**config.mk**
```make
export PLATFORM = sky130hd
export DESIGN_NAME = seq_scan_ctrl
export DESIGN_NICKNAME = d
export VERILOG_FILES = /design/src/rtl/seq_scan_ctrl.sv
export SDC_FILE = /design/constraint.sdc
export NUM_CORES = 1
export LEC_CHECK = 0
export ABC_AREA = 1
export CAP_MARGIN = 20
export CORE_UTILIZATION = 52
export CTS_CLUSTER_SIZE = 16
export DETAILED_ROUTE_END_ITERATION = 12
export PLACE_DENSITY = 0.79
export SLEW_MARGIN = 20
export SYNTH_ARGS = -nofsm -noshare
export SYNTH_HDL_FRONTEND = slang
export SYNTH_SLANG_ARGS = --single-unit
```
**constraint.sdc**
```tcl
create_clock -name clk -period 1.9 [get_ports clk]
set_clock_uncertainty 0.2 [all_clocks]
set_input_delay 0.285 -clock clk [delete_from_list [all_inputs] [get_ports clk]]
set_output_delay 0.285 -clock clk [all_outputs]
set_load 0.02 [all_outputs]
```
**src/rtl/seq_scan_ctrl.sv**
```systemverilog
// Scan controller: serialises a captured word MSB-first and runs a programmable
// Mealy pattern detector over it, collecting match count and first-match position.
module seq_scan_ctrl #(
  parameter int WIDTH   = 16,
  parameter int PAT_LEN = 4,
  parameter int CNT_W   = 5
) (
  input  logic               clk,
  input  logic               reset,
  input  logic               start,
  input  logic [WIDTH-1:0]   data_in,
  input  logic [PAT_LEN-1:0] pattern,
  input  logic               overlap,
  output logic               busy,
  output logic               ser_bit,
  output logic               ser_valid,
  output logic               match_pulse,
  output logic               done,
  output logic [CNT_W-1:0]   match_count,
  output logic [CNT_W-1:0]   first_pos,
  output logic               found
);

  localparam int                HIST_W   = (PAT_LEN > 1) ? PAT_LEN - 1 : 1;
  localparam int                FILL_W   = $clog2(PAT_LEN) + 1;
  localparam logic [FILL_W-1:0] FILL_MAX = FILL_W'(PAT_LEN - 1);
  localparam logic [CNT_W-1:0]  LAST_K   = CNT_W'(WIDTH - 1);

  typedef enum logic [1:0] {
    S_IDLE,
    S_SHIFT,
    S_DONE
  } state_t;

  state_t r_state;
  state_t w_next;

  logic [WIDTH-1:0]   r_word;
  logic [PAT_LEN-1:0] r_pat;
  logic               r_ovl;
  logic [HIST_W-1:0]  r_hist;
  logic [FILL_W-1:0]  r_fill;
  logic [CNT_W-1:0]   r_k;
  logic [CNT_W-1:0]   r_count;
  logic [CNT_W-1:0]   r_first;
  logic               r_found;

  logic               w_shift;
  logic               w_ser_bit;
  logic [PAT_LEN-1:0] w_window;
  logic               w_match;

  assign w_shift   = (r_state == S_SHIFT);
  assign w_ser_bit = w_shift & r_word[WIDTH-1];

  // Window = last PAT_LEN-1 history bits followed by the bit on the wire now.
  if (PAT_LEN > 1) begin : g_window
    assign w_window = {r_hist, w_ser_bit};
  end else begin : g_window_1
    assign w_window = w_ser_bit;
  end

  assign w_match = w_shift && (r_fill == FILL_MAX) && (w_window == r_pat);

  assign busy        = w_shift;
  assign ser_valid   = w_shift;
  assign ser_bit     = w_ser_bit;
  assign match_pulse = w_match;
  assign done        = (r_state == S_DONE);
  assign match_count = r_count;
  assign first_pos   = r_first;
  assign found       = r_found;

  // NOTE: sequential state uses non-blocking assignments so every register
  // samples pre-edge values regardless of statement order.
  always_ff @(posedge clk or negedge reset) begin
    if (!reset) r_state <= S_IDLE;
    else        r_state <= w_next;
  end

  // NOTE: next state defaults to the current state first, so no path through
  // the case can leave it unassigned and infer a latch.
  always_comb begin
    w_next = r_state;
    case (r_state)
      S_IDLE:  if (start) w_next = S_SHIFT;
      S_SHIFT: if (r_k == LAST_K) w_next = S_DONE;
      S_DONE:  w_next = S_IDLE;
      default: w_next = S_IDLE;
    endcase
  end

  always_ff @(posedge clk or negedge reset) begin
    if (!reset) begin
      r_word  <= '0;
      r_pat   <= '0;
      r_ovl   <= 1'b0;
      r_hist  <= '0;
      r_fill  <= '0;
      r_k     <= '0;
      r_count <= '0;
      r_first <= '0;
      r_found <= 1'b0;
    end else if (r_state == S_IDLE) begin
      if (start) begin
        r_word  <= data_in;
        r_pat   <= pattern;
        r_ovl   <= overlap;
        r_hist  <= '0;
        r_fill  <= '0;
        r_k     <= '0;
        r_count <= '0;
        r_first <= '0;
        r_found <= 1'b0;
      end
    end else if (w_shift) begin
      r_word <= r_word << 1;
      r_k    <= r_k + 1'b1;
      if (w_match) begin
        r_count <= r_count + 1'b1;
        if (!r_found) begin
          r_first <= r_k;
          r_found <= 1'b1;
        end
      end
      // Non-overlapping match discards the history so the next match needs
      // PAT_LEN fresh bits; otherwise history slides and the fill saturates.
      if (w_match && !r_ovl) begin
        r_hist <= '0;
        r_fill <= '0;
      end else begin
        r_hist <= HIST_W'(w_window);
        if (r_fill != FILL_MAX) r_fill <= r_fill + 1'b1;
      end
    end
  end

endmodule

```
Word level (Yosys, flattened, before mapping)
Cells that the tools add are included.
W data, S select, Z words.
{"block": "word_totals", "latchBits": 0, "reg_bits": 45, "out_inout_bits": 16, "mem_count": 0, "word_cells": 65, "mem_bits_rw": 0, "rom_bits": 0}
{"block": "classes", "n_reduce_logical": 14, "n_addsub": 3, "n_shift": 0, "magnitude_cmp": 0, "div": 0, "n_mux": 28, "n_bitwise": 1, "mul": 0, "eq_ne": 9}
{"operator": "$mux W5", "count": 10}
{"operator": "$mux W16", "count": 3}
{"operator": "$mux W3", "count": 8}
{"operator": "$add A5 B1 Y5 const B", "count": 2}
{"operator": "$reduce_and A2 Y1", "count": 3}
{"operator": "$reduce_and A3 Y1", "count": 2}
{"operator": "$eq A5 B4 Y1 const B", "count": 1}
{"operator": "$eq A4 B4 Y1", "count": 1}
{"operator": "$mux W1", "count": 4}
{"operator": "$mux W2", "count": 2}
{"operator": "$ne A2 B1 Y1 const B", "count": 2}
{"operator": "$pmux W2 S2", "count": 1}
{"operator": "$reduce_and A4 Y1", "count": 1}
{"operator": "$reduce_bool A2 Y1", "count": 2}
{"operator": "$add A3 B1 Y3 const B", "count": 1}
{"operator": "$eq A3 B2 Y1 const B", "count": 1}
{"operator": "$logic_and A1 B1 Y1", "count": 3}
{"operator": "$ne A3 B2 Y1 const B", "count": 1}
{"operator": "$reduce_bool A3 Y1", "count": 1}
{"operator": "$eq A2 B1 Y1 const B", "count": 1}
{"operator": "$eq A2 B2 Y1 const B", "count": 1}
{"operator": "$logic_not A2 Y1", "count": 1}
{"operator": "$ne A2 B2 Y1 const B", "count": 1}
{"operator": "$and A1 B1 Y1", "count": 1}
{"operator": "$logic_not A1 Y1", "count": 1}

Longest topological paths before layout
Gate-level depths: netlist (run 1).
{"block": "depth", "depth_word": 8, "mapped_depth": 9}

Worst setup path after synthesis (run 1)
No wires, ideal clock.
{"block": "synth_timing", "kind": "reg2reg", "from": "reg r_fill[0]", "to": "reg r_first[4], in the netlist first_pos[4]", "required_ps": 1581, "path_stages_with_launch": 10, "path_buffers": 0, "slack_ps": 172, "arrival_time_ps": 1409, "setup_ps": 119, "cell_sequence": "dfrtp_1 ha_1 ha_1 nand3_1 nor2_1 nand3_2 clkinv_2 nand2_4 nand3_1 o21ai_2"}
{"block": "synth_via", "elab_chain_len": 5}
{"item": "from (decl)", "line_no": "42", "source": "logic [FILL_W-1:0] r_fill;"}
{"item": "from (signal assigned)", "line_no": "133", "source": "if (r_fill != FILL_MAX) r_fill <= r_fill + 1'b1;"}
{"item": "$eq A3 B2 Y1", "line_no": "63", "source": "assign w_match = w_shift && (r_fill == FILL_MAX) && (w_window == r_pat);"}
{"item": "$logic_and A1 B1 Y1 (2 in series)", "line_no": "63"}
{"item": "via match_pulse", "line_no": "17", "source": "output logic match_pulse,"}
{"item": "$reduce_bool A2 Y1 (no source line)"}
{"item": "$reduce_and A4 Y1 (no source line)"}
{"item": "to (signal assigned)", "line_no": "122", "source": "r_first <= r_k;"}
{"item": "to (decl)", "line_no": "45", "source": "logic [CNT_W-1:0] r_first;"}
The timed path passes the listed nets, and every way through them passes these cells.
A chain may end at the register's enable or synchronous reset.

Final worst setup path (run 1)
{"block": "layout_timing", "from": "reg r_fill[1]", "to": "out match_pulse"}
{"block": "layout_via", "elab_chain_len": 3}
{"item": "$eq A3 B2 Y1", "line_no": "63"}
{"item": "$logic_and A1 B1 Y1 (2 in series)", "line_no": "63"}
{"item": "to (decl)", "line_no": "17"}
Every way passes these cells.

==> results.cfg, run 1 <==
[run]
maxCapViolCount = 0

[logic_synthesis]
synth-simple-area-share = 0.233
yosys_warnings = 0
syn_avg_cell_area_um2 = 9.16
netlist.area_leader.share = 0.494
synth_nets = 278
yosysTopAreaCell = dfrtp_1
synth_top_family_by_area = simple AND/OR/NAND/NOR gates
synth_xor_area_frac = 0.00768
synthesis.area_mm2 = 0.00228
synth_compound_area_frac = 0.159
yosys-top-cells-area = dfrtp_1, nand2_1, a21oi_1
ys_seq_area_frac = 0.494
ys_types = 31
synthAdderAreaFrac = 0.0274
synth_cells = 249
synth_mux_area_frac = 0
ys_ff_latch = 45

[worst_setup_path]
rr_startpoint = r_fill[1]
reg2reg_slack_ns = -0.08
path_class = reg -> out
required_ns = 1.41
critPathArrivalTime_ns = 1.52
endpoint_kind = output pin
crit_start = r_fill[1]
cp-start-kind = register
critPathMaxFanout = 2

[drt]
viasPerCell = 5.18
drc_errors = 0
drt-initial-drc-count = 139
num_vias = 1866
ant_nets = 0
routed_wl_um = 4980
routedWlPerCell_um = 13.8
firstDrtPassIters = 5

[finish]
drive_gt1_frac = 0.313
area_delta_synth_final_pct = 33.5
nets = 339
fin_util = 0.740
antenna-diode-count = 0

[sta]
setup_slack_ns = -0.109
setup_tns_ns = -0.612
drv_slew = 0
hold_violations = 0
finalCriticalPeriod_ns = 2.01
rsz0062_at_grt = true
maxClockFrequency_mhz = 498
relSlewSlack = 0.612
setup_viol = 12
post-route-period-util = 1.06
tightest_slew_ns = 0.582

[die]
num_rows = 23
start_util = 0.554
die_w_um = 68.2
pin_count = 40
die_area_mm2 = 0.00466
dieHeight_um = 68.2
coreArea_mm2 = 0.00412

[placement]
gp_congestion = 0.756
dp_slack_ns = -0.292
port_buffers = 39
dp_hpwl_um = 3170

[grt]
grt_max_degree = 46
grt_pass1_vias = 1698
antenna_found_initial = 0
overflow = 0
grt_pass1_wl_um = 7770
track_usage = 0.232

[clocking]
cts.path.max_buffers = 2
cts_tree = built
root_buffer = clkbuf_8
clkLatencyLatePin_ns = 0.30
cts_sinks = 45
cts_inserted_buffers = 5
cts.htree.levels = 2
cts.clk_slew.worst_paths_ns = 0.07

[power_and_ir_drop]
power-per-cell-area_mw_per_mm2 = 1560
p_leak_nw = 1.43
peakVddDrop_mv = 0.774
power.total_mw = 4.74

[status]
violations = negative setup slack
status = finished with violations

[min_path]
worstHoldStart = r_fill[2]
min_path_type = reg -> reg
==> registers in the layout, indices dropped and copies added, names as in the netlist <==
register,count
first_pos,5
found,1
match_count,5
r_fill,3
r_hist,3
r_k,5
r_ovl,1
r_pat,4
r_state,2
r_word,16
==> logic make-up (layout without fill, tap and decap cells) <==
family,count (synthesis),after routing
AND/OR/NAND/NOR,108,108
AO/OA/AOI/OAI,54,54
flip-flops,45,45
buffers and inverters,35,96
adder cells (fa/ha/maj),5,5
XOR/XNOR,2,2
==> metrics by stage <==
stage                     hold slack (ns)  area, um^2  cells
final                               0.301        3040    360
after global routing                0.329        3040    360
after CTS                           0.292        2950    357
after detailed placement            0.205        2790    347
after global placement              0.202        2790    347
after floorplan                    -0.211        2280    249
==> final timing paths <==
path	endpoint	depth (start not counted)
max in group asynchronous	r_k[3]	3
max reg2reg	r_fill[2]	12
min reg2reg	r_fill[2]	2
min	r_fill[2]	2
max	match_pulse	7
min in group asynchronous	r_word[8]	3
==> cells in the mapped netlist <==
library cell,n
o22ai_1,2
nor2_1,15
inv_2,2
buf_8,1
nand2_4,3
clkinv_2,1
inv_1,22
clkbuf_1,2
nand3_1,15
o22ai_2,2
a21oi_2,11
xor2_1,2
nand4_2,1
a21oi_1,20
inv_8,1
ha_1,5
buf_2,1
buf_6,3
o21ai_0,10
o21ai_2,8
nand2_1,55
nand2_2,1
nand3_2,1
buf_4,1
nor2_4,2
nor2_8,1
inv_4,1
dfrtp_1,45
a22o_1,1
nand4_1,2
nor2_2,12
==> worst max-delay path, stage by stage (launching register included) <==
cell     delay [ns]
dfrtp_1        0.37
ha_2           0.20
ha_4           0.15
nand3_4        0.07
nor2_4         0.14
nand3_4        0.11
inv_4          0.08
buf_6          0.11
==> placed cells by master (no fill, tap or decap), types with 3 or more instances in the layout <==
master,Yosys,routed
inv_2,2,4
dfrtp_1,45,45
clkbuf_8,0,6
nand2_4,3,4
buf_4,1,21
nor2_2,12,12
nand2_1,55,48
nor2_4,2,4
ha_1,5,3
a21oi_2,11,11
nand2_2,1,6
clkdlybuf4s50_1,0,31
nand3_4,0,3
inv_1,22,20
nor2_1,15,13
nand3_2,1,3
o21ai_2,8,8
a21oi_1,20,20
nand3_1,15,10
o21ai_0,10,9
==> timing repair <==
action,4_1_cts,5_1_grt
pin swaps,5,8
hold buffers,1,0
setup buffers,2,4
endpoints found under the setup margin,18,18
gates resized for setup,20,28
hold endpoints to repair,45,0
==> report_power, final <==
part | internal [mW] | switching (mW) | leakage, nW
logic | 1.02 | 1.46 | 0.821
registers | 1.37 | 0.290 | 0.562
clock network | 0.289 | 0.314 | 0.0443
total | 2.68 | 2.06 | 1.43
==> area by class of cell <==
| type | instances | area (um^2) |
|---|---|---|
| flip-flops and latches | 45 | 1130 |
| clock buffers | 7 | 86.3 |
| repair buffers | 62 | 559 |
| well taps | 50 | 62.6 |
| inverters | 27 | 114 |
| multi-input cells | 169 | 1100 |
| fillers | 322 | 1070 |
==> routing by layer <==
metal | part of all wire | vias up | global-route usage
met1 | 0.46 | 894 | 0.317
met4 | 0.016 | 0 | 0.0938
li1 | - | 928 | -
met3 | 0.034 | 5 | 0.0500
met5 | 0 | - | 0
met2 | 0.49 | 39 | 0.358
No activity file was read; power rests on OpenSTA's default activity.
==> run 2: changes to the inputs <==
--- a/config.mk
+++ b/config.mk
@@ -7,6 +7,7 @@
 export LEC_CHECK = 0
 export ABC_AREA = 1
 export CAP_MARGIN = 20
+export CORE_MARGIN = 2
 export CORE_UTILIZATION = 52
 export CTS_CLUSTER_SIZE = 16
 export DETAILED_ROUTE_END_ITERATION = 12
==> results.cfg, run 2 (synthesis results as in run 1) <==
[clocking]
cts_inserted_buffers = 5
cts.htree.levels = 2
cts.clk_slew.worst_paths_ns = 0.08
cts_sinks = 45
cts_tree = built
root_buffer = clkbuf_8
clkLatencyLatePin_ns = 0.30
cts.path.max_buffers = 2

[worst_setup_path]
endpoint_kind = output pin
cp.buffers_inverters = 2
critPathArrivalTime_ns = 1.50
required_ns = 1.41
reg2reg_slack_ns = 0.01
rr_worst_depth = 11
crit_family = flip-flops
reg2reg_to = match_count[0]
cp.depth = 7
rr_startpoint = r_fill[0]
cp-start-kind = register
endpoint = match_pulse
crit_start = r_fill[0]
critPathMaxFanout = 2
worstPathCellList = ha_2 > ha_4 > nand3_4 > nor2_4 > nand3_2 > inv_4 > buf_6
cpMaxStageDelayCell = dfrtp_1
critPathMaxStageDelay_ns = 0.36
path_class = reg -> out

[grt]
grtUsageMet1 = 0.276
busiest_layer = met2
overflow = 0
antenna_found_initial = 0
grt_pass1_wl_um = 7890
met3_usage = 0.0274
grt_max_degree = 29
track_usage = 0.204
grt_use_met2 = 0.323
grt_pass1_vias = 1769

[finish]
largest_reg_flops = 16
final_common_cell = nand2_1
nets = 343
antenna-diode-count = 0
drive_gt1_frac = 0.287
layout_common_cells = nand2_1, dfrtp_1, clkdlybuf4s50_1
fillers = 330
fin_util = 0.704
largest_register = r_word
final-seq-area_mm2 = 0.00113
multi_input_area_mm2 = 0.00103
area_delta_synth_final_pct = 32.5

[drt]
drc_errors = 0
num_vias = 1840
ant_nets = 0
routedWlPerCell_um = 13.2
viasPerCell = 5.03
routed_wl_um = 4830
firstDrtPassIters = 4
drt-initial-drc-count = 142

[sta]
setup_viol = 1
setup_slack_ns = -0.0813
holdWs_ns = 0.250
finalCriticalPeriod_ns = 1.98
post-route-period-util = 1.04
maxClockFrequency_mhz = 505
hold_violations = 0
rsz0062_at_grt = true
tightest_slew_ns = 0.438
drv_slew = 0
relSlewSlack = 0.708

[power_and_ir_drop]
p_leak_nw = 1.40
peakVddDrop_mv = 0.730
power.total_mw = 4.71
power-per-cell-area_mw_per_mm2 = 1560

[min_path]
min_path_type = in -> async

[die]
num_rows = 24
die_area_mm2 = 0.00493
start_util = 0.531
pin_count = 40
die_w_um = 70.2
dieHeight_um = 70.2
coreArea_mm2 = 0.00429

[status]
status = finished with violations
violations = negative setup slack

[placement]
dp_hpwl_um = 3290
dp_slack_ns = -0.268
port_buffers = 39
gp_congestion = 0.913

[run]
maxCapViolCount = 0
run 2: changes by cell type in the layout (fill, tap and decap cells not counted), sizes merged:
cell / change
clkinv: +1
clkdlybuf4s50: +2
dlymetal6s2s: -2
buf: +3
run 2: final cells by class:
cell class / count / share of cell area
multi-input cells: 169 / 0.341
inverters: 27 / 0.0393
well taps: 52 / 0.0215
repair buffers: 65 / 0.194
repair inverters: 1 / 0.00290
flip-flops and latches: 45 / 0.373
clock buffers: 7 / 0.0286
run 2: how the worst min path moves through the flow:
stage | startpoint | to | slack, ns | depth (start not counted)
6_report | reset | first_pos[3] | 0.25 | 2
5_1_grt | reset | first_pos[2] | 0.28 | 2
4_1_cts | reset | first_pos[2] | 0.27 | 2
3_5_place_dp | reset | first_pos[2] | 0.06 | 1
3_3_place_gp | reset | first_pos[3] | 0.05 | 1
2_1_floorplan | reset | first_pos[0] | -0.21 | 0
run 2: through the flow:
| step | TNS (ns) | area, um^2 | instances |
|---|---|---|---|
| after floorplan | 0 | 2280 | 249 |
| after global placement | -0.216 | 2830 | 352 |
| after detailed placement | -0.268 | 2830 | 352 |
| after CTS | -0.0925 | 2920 | 360 |
| after global routing | -0.613 | 3020 | 366 |
| final | -0.0813 | 3020 | 366 |
run 2: power breakdown:
part | internal (mW) | switching, mW | leakage (nW)
Sequential | 1.37 | 0.284 | 0.562
Clock | 0.289 | 0.297 | 0.0443
Combinational | 1.07 | 1.40 | 0.798
run 2: routing by layer:
metal	part of all wire	vias up	routed length [um]
met1	0.44	834	2130
li1	-	936	-
met2	0.49	60	2380
met5	0	-	0
met4	0.025	0	123
met3	0.041	10	200
run 2: repair_timing:
item,CTS,global route
setup buffers,0,6
endpoints found under the hold margin,17,0
gates resized for setup,11,19
setup endpoints to repair,5,14
hold buffers,1,0
cloned,0,1
pin swaps,1,4
==> run 3: changes to the inputs <==
--- a/config.mk
+++ b/config.mk
@@ -6,12 +6,14 @@
 export NUM_CORES = 1
 export LEC_CHECK = 0
 export ABC_AREA = 1
+export ABC_CLOCK_PERIOD_IN_PS = 1900
 export CAP_MARGIN = 20
 export CORE_MARGIN = 2
 export CORE_UTILIZATION = 52
 export CTS_CLUSTER_SIZE = 16
 export DETAILED_ROUTE_END_ITERATION = 12
 export PLACE_DENSITY = 0.79
+export REMOVE_ABC_BUFFERS = 1
 export SLEW_MARGIN = 20
 export SYNTH_ARGS = -nofsm -noshare
 export SYNTH_HDL_FRONTEND = slang
==> results.cfg, run 3 (synthesis results as in run 1) <==
[status]
status = finished with violations
violations = negative setup slack

[finish]
finalNonFillerCells = 366
layout_common_cells = nand2_1, dfrtp_1, clkdlybuf4s50_1
largest_register = r_word
area_delta_synth_final_pct = 33.1
nets = 343
antenna-diode-count = 0
final-seq-area_mm2 = 0.00113
drive_gt1_frac = 0.293
final_common_cell = nand2_1
fillers = 321
largest_reg_flops = 16
multi_input_area_mm2 = 0.00103

[worst_setup_path]
critPathMaxFanout = 2
critPathArrivalTime_ns = 1.51
reg2reg_slack_ns = 0.01
critPathMaxStageDelay_ns = 0.38
cp-start-kind = register
required_ns = 1.41
cpMaxStageDelayCell = dfrtp_1
worstPathCellList = ha_2 > ha_4 > nand3_4 > nor2_4 > nand3_2 > clkinv_2 > buf_6
endpoint_kind = output pin
path_class = reg -> out

[grt]
grt_pass1_vias = 1758
overflow = 0
grt_max_degree = 46
grt_pass1_wl_um = 8020
track_usage = 0.206
antenna_found_initial = 0

[die]
dieHeight_um = 70.2
die_area_mm2 = 0.00493
die_w_um = 70.2
num_rows = 24
coreArea_mm2 = 0.00429
pin_count = 40
start_util = 0.531

[placement]
gp_congestion = 0.781
port_buffers = 39
placed_cells = 348
dp_hpwl_um = 3180

[run]
maxCapViolCount = 0

[clocking]
cts_inserted_buffers = 5
cts_tree = built
cts.clk_slew.worst_paths_ns = 0.08
clkLatencyLatePin_ns = 0.30
cts_sinks = 45
cts.path.max_buffers = 2
root_buffer = clkbuf_8
cts.htree.levels = 2

[sta]
drv_slew = 0
rsz0062_at_grt = true
hold_violations = 0
maxClockFrequency_mhz = 501
setup_viol = 1
setup_slack_ns = -0.0943
post-route-period-util = 1.05
relSlewSlack = 0.776
tightest_slew_ns = 0.335
holdWs_ns = 0.284
finalCriticalPeriod_ns = 1.99

[power_and_ir_drop]
switching_share = 0.427
p_leak_nw = 1.41
power.total_mw = 4.77
power_frac_seq = 0.345
comb_power_share = 0.529
peakVddDrop_mv = 0.765
power-per-cell-area_mw_per_mm2 = 1570
p_clk_frac = 0.126
power_switching_mw = 2.04
p_int_mw = 2.74

[drt]
wl_met3_um = 203
drc_errors = 0
met1_length_um = 2310
viasPerCell = 5.20
firstDrtPassIters = 4
routedWlPerCell_um = 14.0
top_layer_used = met4
drt-initial-drc-count = 118
ant_nets = 0
num_vias = 1903
met2_length_um = 2490
routed_wl_um = 5110

[min_path]
min_path_type = in -> async
run 3: cell count changes in the layout (fill, tap and decap cells not counted), moves of 2 or more:
cell	before	now
nand3_1	14	12
nand2_2	1	3
nand3_2	1	3
buf_4	24	22
run 3: timing repair:
action	in CTS	in global routing
gates resized for setup	12	17
pin swaps	2	5
gates cloned	0	1
endpoints found under the setup margin	8	21
buffers inserted	0	9
hold buffers	1	0
endpoints found under the hold margin	45	0
run 3: through the flow:
| step | cell area, um^2 | TNS (ns) | setup WS (ns) | util |
|---|---|---|---|---|
| after floorplan | 2210 | 0 | 0.117 | - |
| after global placement | 2800 | -0.235 | -0.235 | 0.651 |
| after detailed placement | 2800 | -0.280 | -0.280 | 0.651 |
| after CTS | 2890 | -0.113 | -0.113 | 0.673 |
| after global routing | 3040 | -0.850 | -0.144 | 0.707 |
| final | 3040 | -0.0943 | -0.0943 | 0.707 |
run 3: power groups by stage:
stage | sequential, mW | combinational [mW] | clock (mW)
2_1_floorplan | 1.69 | 1.45 | 0
3_3_place_gp | 1.64 | 2.19 | 0
3_5_place_dp | 1.66 | 2.26 | 0
4_1_cts | 1.64 | 2.26 | 0.609
5_1_grt | 1.69 | 2.78 | 0.648
6_report | 1.65 | 2.52 | 0.601
run 3: worst max-delay path: cells and delay by family, from the launching register on:
kind	cells	cell delay (ns)
fa+ha+maj	2	0.36
flops	1	0.38
buf+inv	2	0.20
simple gates	3	0.28
run 3: cell type report:
class,instances,area share
repair inverters,1,0.00288
repair buffers,65,0.198
well taps,52,0.0214
flip-flops and latches,45,0.371
multi-input cells,169,0.340
inverters,27,0.0387
clock buffers,7,0.0284
run 3: final timing paths:
kind                                 from              to  depth (start not counted)
worst min register to register  r_fill[2]       r_fill[2]                          2
worst min-delay path                reset        r_pat[2]                          3
worst max register to register  r_fill[1]  match_count[0]                         11
worst max-delay path            r_fill[1]     match_pulse                          7
min in group clk                r_fill[2]       r_fill[2]                          2
max in group asynchronous           reset          r_k[0]                          3
run 3: per-layer routing:
layer | track usage | vias to the layer above
met2 | 0.321 | 45
met1 | 0.289 | 909
li1 | - | 939
met3 | 0.0476 | 10
met5 | 0 | -
met4 | 0.0641 | 0
